<file path="src/rtl/time_set_ctrl.sv">
// time_set_ctrl: set-mode sequencer driving field counter inc/dec pulses; define TIME_SET_AUTO_REPEAT_EN for held-button auto-repeat
module time_set_ctrl #(
  parameter int HOLD_CYC   = 25_000_000,
  parameter int REPEAT_CYC = 5_000_000,
  parameter int TIMEOUT_S  = 10
) (
  input  logic       clk,
  input  logic       rst,
  input  logic       btn_mode,
  input  logic       btn_up,
  input  logic       btn_down,
  input  logic       pulse_1s,
  input  logic       pulse_blink,
  output logic       enable_cnt,
  output logic [5:0] inc_sel,
  output logic [5:0] dec_sel,
  output logic [2:0] field,
  output logic       blink
);
  localparam logic [2:0] RUN      = 3'd0;
  localparam logic [2:0] SET_SEC  = 3'd1;
  localparam logic [2:0] SET_YEAR = 3'd6;
  localparam int TW = $clog2(TIMEOUT_S) + 1;
  logic [2:0] state, nxt, btn_q, btn_d, press;
  logic [TW-1:0] to_cnt;
  logic in_set, up_p, dn_p, to_hit, rep_up, rep_dn, time_out;
  assign field    = state;
  assign press    = btn_q & ~btn_d;
  assign in_set   = state != RUN;
  assign up_p     = in_set & press[1] & ~press[2] & ~press[0];
  assign dn_p     = in_set & press[2] & ~press[1] & ~press[0];
  assign to_hit   = in_set & pulse_1s & ~|press & (to_cnt == TW'(TIMEOUT_S - 1));
  assign time_out = to_hit & ~(rep_up | rep_dn);
  assign nxt      = press[0] ? (state == SET_YEAR ? RUN : state + 3'd1) : time_out ? RUN : state;
`ifdef TIME_SET_AUTO_REPEAT_EN
  localparam int HW = $clog2(HOLD_CYC) + 1;
  logic [HW-1:0] hold_cnt;
  logic hold_run, hold_fire;
  assign hold_run  = in_set & (btn_q[1] ^ btn_q[2]) & ~|press;
  assign hold_fire = hold_run & (hold_cnt == HW'(HOLD_CYC - 1));
  assign rep_up    = hold_fire & btn_q[1];
  assign rep_dn    = hold_fire & btn_q[2];
  // after the first repeat the counter restarts part-way so later repeats come every REPEAT_CYC
  always_ff @(posedge clk)
    hold_cnt <= (rst | ~hold_run | time_out) ? '0 :
                hold_fire ? HW'(HOLD_CYC - REPEAT_CYC) : hold_cnt + 1'b1;
`else
  logic unused_cfg;
  assign unused_cfg = ^{HOLD_CYC, REPEAT_CYC};
  assign rep_up = 1'b0;
  assign rep_dn = 1'b0;
`endif
  always_ff @(posedge clk) begin
    if (rst) begin
      btn_q      <= {btn_down, btn_up, btn_mode};
      btn_d      <= {btn_down, btn_up, btn_mode};
      state      <= RUN;
      enable_cnt <= 1'b1;
      inc_sel    <= '0;
      dec_sel    <= '0;
      to_cnt     <= '0;
      blink      <= 1'b0;
    end else begin
      btn_q      <= {btn_down, btn_up, btn_mode};
      btn_d      <= btn_q;
      state      <= nxt;
      enable_cnt <= nxt == RUN;
      inc_sel    <= (up_p | rep_up) ? 6'd1 << (state - SET_SEC) : '0;
      dec_sel    <= (dn_p | rep_dn) ? 6'd1 << (state - SET_SEC) : '0;
      to_cnt     <= (|press | rep_up | rep_dn | (nxt != state)) ? '0 :
                    (in_set & pulse_1s & (to_cnt != TW'(TIMEOUT_S))) ? to_cnt + 1'b1 : to_cnt;
      blink      <= ((nxt != state) | ~in_set) ? 1'b0 : blink ^ pulse_blink;
    end
  end
endmodule
</file>
<file path="config.mk">
export PLATFORM = sky130hd
export DESIGN_NAME = time_set_ctrl
export DESIGN_NICKNAME = d
export VERILOG_FILES = /design/src/rtl/time_set_ctrl.sv
export SDC_FILE = /design/constraint.sdc
export NUM_CORES = 1
export LEC_CHECK = 0
export ABC_AREA = 1
export CORE_UTILIZATION = 52
export DETAILED_ROUTE_END_ITERATION = 8
export HOLD_SLACK_MARGIN = 0.08
export PLACE_DENSITY = 0.9
export SETUP_SLACK_MARGIN = 0.15
export SYNTH_ARGS = -nofsm -noshare
export SYNTH_HDL_FRONTEND = slang
export SYNTH_SLANG_ARGS = --single-unit
export TNS_END_PERCENT = 100
</file>
<file path="constraint.sdc">
create_clock -name clk -period 2.23 [get_ports clk]
set_input_delay 0.446 -clock clk [delete_from_list [all_inputs] [get_ports clk]]
set_output_delay 0.446 -clock clk [all_outputs]
set_load 0.02 [all_outputs]
</file>
# Yosys cells after proc, flatten, opt, wreduce, memory -nomap -nowiden
# Index checks and enable logic that the tools add are counted.
# Widths: inputs -> output; s select.
# word_totals
register_bits	28
latchBits	0
ram_bits	0
rom_bits	0
inputBits	7
memories	0
# classes
n_addsub	3
multipliers	0
n_div	0
n_lt_le_gt_ge	0
n_eq_ne	4
n_shift	1
muxes	4
n_bitwise	21
n_reduce_logical	8
# op_table
operator	n
$mux 3	4
$and 1x1->1	10
$reduce_or 2->1	4
$not 1->1	6
$shl 1x3->6 const A	1
$add 5x1->5 const B	1
$eq 5x4->1 const B	1
$ne 5x4->1 const B	1
$add 3x1->3 const B	1
$and 3x3->3	1
$eq 3x3->1 const B	1
$logic_not 3->1	1
$ne 3x3->1	1
$not 3->3	1
$reduce_bool 3->1	1
$reduce_or 3->1	1
$sub 3x1->3 const B	1
$or 1x1->1	2
$logic_not 1->1	1
$xor 1x1->1	1

# Longest topological paths before layout
# logic_depth
depth_word	11
ltp_mapped	10

# Worst setup path after synthesis
# Ideal clock, no wire load.
# synth_path
kind	register to register
startpoint	reg state[2] (netlist: field[2])
endpoint	reg to_cnt[4]
arrival_time_ns	1.291
required_time_ns	2.115
setup_slack_ns	0.824
stages_incl_launch_ff	8
path_buffers	0
period_less_slack_ns	1.406
cell_sequence	dfxtp_1 -> inv_2 -> a21oi_2 -> nand3_1 -> nand2_1 -> nand3_1 -> nand4_2 -> nor2_1
# synth_between
elab_chain_len	9
# synth_lines
element	line_no	text
start: declaration	24	logic [2:0] state, nxt, btn_q, btn_d, press;
start signal: assignment	66	state <= nxt;
$reduce_bool 3->1	29	assign in_set = state != RUN;
$and 1x1->1	32, 71	
$and 1x1->1 (2 in series)	32	assign to_hit = in_set & pulse_1s & ~|press & (to_cnt == TW'(TIMEOUT_S - 1));
$mux 3 (2 in series)	34	assign nxt = press[0] ? (state == SET_YEAR ? RUN : state + 3'd1) : time_out ? RUN : state;
$ne 3x3->1	70	to_cnt <= (|press | rep_up | rep_dn | (nxt != state)) ? '0 :
$or 1x1->1	70	
$reduce_or 2->1 (no line)	-	
end signal: assignment	70	
end: declaration	25	logic [TW-1:0] to_cnt;
# Parallel ways exist; a longest one is shown, timed or not.
# A chain may end at the register's enable or synchronous reset.

# Final worst setup path
# layout_path
startpoint	reg state[2] (netlist: field[2])
endpoint	out field[2]
# layout_lines
element	line_no	text
end: declaration	17	output logic [2:0] field,
# No word-level cell between the ends.

==> impl_metrics.csv <==
group,metric,value,unit
status,outcome,"complete, no violations",
setup_path,start_kind,"flop",
cts,root_buffer,"clkbuf_4",
sta,post-route-min-period,1.96,ns
global_routing,grt_pass1_vias,856,
yosys,syn-mean-instance-area,7.76,sq um
cells_and_area,fin_nets,177,
yosys,synth-simple-area-share,28.0,%
detailed_routing,ant_nets,0,
yosys,netlist_instances,140,
yosys,synth_top_family_by_area,"simple AND/OR/NAND/NOR gates",
global_routing,antenna_found_initial,0,
sta,final_max_slew_viol_count,0,
setup_path,required,1.78,ns
setup_path,cp_data_arrival_time,1.51,ns
hold_path,hp-start,"btn_q[0]",
cts,cts_resized,0,
sta,tightestPinTransition,0.298,ns
sta,fmax,0.511,GHz
floorplan,die_w,47.7,um
yosys,synth.cell_area,0.00109,sq mm
detailed_routing,dr.pass1.iters,4,
setup_path,cp-end-kind,"primary output",
cells_and_area,layout_commonest_cell,"dfxtp_1",
placement,io_buffers,23,
cts,postCtsSetupBuffers,0,
cts,cts_tree,"yes",
yosys,ys_ff_latch,28,
sta,fin_worst_skew,0.0126,ns
cells_and_area,area_growth,28.8,%
yosys,synth_cell_types,18,
sta,slew_headroom,80.1,%
floorplan,num_rows,16,
hold_path,hp-class,"flop to flop",
cts,path_clk_slew,0.15,ns
floorplan,die-area,0.00228,sq mm
cts,htreeDepth,1,
global_routing,grt_pass1_wl,3250,um
yosys,syn_nets,150,
detailed_routing,vias,958,
detailed_routing,drt-initial-drc-count,43,
power_and_ir_drop,power.density,665,mW/mm^2
floorplan,die_h,47.7,um
job,maxCapViolCount,0,
power_and_ir_drop,power.total,931,uW
floorplan,core,0.00196,sq mm
floorplan,io-pin-count,24,
setup_path,cpLargestDelayFamily,"buffers and inverters",
detailed_routing,drc,0,
cts,hold_buffers,0,
sta,setup_tns,0,ns
global_routing,grt_max_degree,17,
yosys,synth-warning-count,0,
global_routing,grt_usage,20.6,%
placement,gp_congestion,0.814,
yosys,synthMuxAreaShare,0,%
yosys,synth_fa_ha_area_share,3.46,%
yosys,synth_compound_area_share,4.95,%
sta,hold_viol_final,0,
sta,rsz0062_at_grt,"false",
cts,cts_buffers,3,
detailed_routing,wl,2100,um
setup_path,startpoint,"field[2]",
yosys,yosysSeqAreaShare,51.6,%
cells_and_area,fill_cells,172,
cts,clock-sinks,28,
sta,setup_viol,0,
cells_and_area,drive_gt1_share,5.42,%
setup_path,reg2reg_from,"field[2]",
setup_path,crit_buf_inv,1,
setup_path,cp_max_fo,8,
detailed_routing,avgRoutedWirePerCell,10.9,um
floorplan,start_util,55.4,%
cts,worstSkewPairLatency,0.32,ns
setup_path,crit_chain,"clkdlybuf4s50_1",
cells_and_area,n_antenna_cell,0,
power_and_ir_drop,power_leakage,0.573,nW
setup_path,crit_type,"flop to primary output",
setup_path,cpMaxStageDelayCell,"clkdlybuf4s50_1",
detailed_routing,via_per_inst,4.96,
setup_path,slowest_delay,0.67,ns
yosys,synth-xor-area-share,4.03,%
global_routing,overflow,0,
cells_and_area,final_cell_mix,"dfxtp_1, nand2_1, nor2_1",
cts,clk_path_buf_depth,2,
power_and_ir_drop,ir_drop,607,uV
sta,period_share,87.7,%
placement,dp_hpwl,1640,um
[where the power goes]
group / switching, mW / internal (mW) / total (mW) / leakage, nW
clock: 0.143 / 0.182 / 0.325 / 0.0279
sequential: 0.00648 / 0.513 / 0.520 / 0.228
combinational: 0.0516 / 0.0345 / 0.0861 / 0.317
[final cells by class]
class	instances	area, sq um	area share, %
multi-input combinational	89	439	31.4
clock buffer	3	22.5	1.61
tap	27	33.8	2.42
timing repair buffer	23	230	16.5
sequential	28	561	40.1
clock inverter	1	30.0	2.15
inverter	22	82.6	5.90
[kinds of logic (layout without fill, tap and decap cells)]
logic type                 after synthesis  after routing
xor gates and xnor gates                 5              5
and+or+nand+nor                         71             71
buffers and inverters                   23             49
adders and majority gates                3              3
AOI/OAI and AO/OA                       10             10
DFF                                     28             28
[worst paths after layout]
path | to | slack (ns) | cells after the start
max | field[2] | 0.27 | 1
min reg2reg | btn_d[0] | 0.47 | 2
max reg2reg | to_cnt[2] | 0.69 | 8
min | btn_d[0] | 0.47 | 2
[layer usage]
layer / share of wire, % / wire length [um] / vias up / GRT usage (%)
met3: 8.5 / 178 / 8 / 3.40
li1: - / - / 484 / -
met4: 2.4 / 51 / 0 / 8.33
met2: 51 / 1070 / 53 / 38.6
met5: 0 / 0 / - / 0
met1: 38 / 797 / 413 / 22.7
[stage by stage]
step / hold slack, ns / util [%] / cells / cell area [sq um] / worst slack [ns]
after floorplan: 0.419 / - / 140 / 1090 / 0.824
after global placement: 0.428 / 68.6 / 189 / 1350 / 0.427
after detailed placement: 0.446 / 68.6 / 189 / 1350 / 0.416
after CTS: 0.472 / 71.3 / 193 / 1400 / 0.276
after global routing: 0.494 / 71.3 / 193 / 1400 / 0.208
final: 0.466 / 71.3 / 193 / 1400 / 0.275
[flip-flops by register name (all words and copies together), names as in the netlist]
name and cells:
enable_cnt 1, blink 1, inc_sel 6, field 3
to_cnt 5, dec_sel 6, btn_d 3, btn_q 3
[Yosys cell counts]
cell type,number,share of area (%)
nor2_1,25,8.6
o21ai_0,6,2.8
nor3_1,6,2.8
nand4_2,1,1.2
xor2_1,4,3.2
nand2_2,1,0.58
nand4_1,3,1.7
nand3_1,7,3.2
xnor2_1,1,0.81
nor2_2,1,0.58
ha_1,3,3.5
inv_2,1,0.35
a21oi_2,1,0.81
clkbuf_1,1,0.35
nand2_1,27,9.3
inv_1,21,7.3
a21oi_1,3,1.4
dfxtp_1,28,52
[tightest hold or removal path, stage by stage, from the launching register on]
cell	delay (ns)
dfxtp_1	0.34
nand2_1	0.06
nand2_1	0.04
Note: power is estimated with default switching activity, not from simulation.
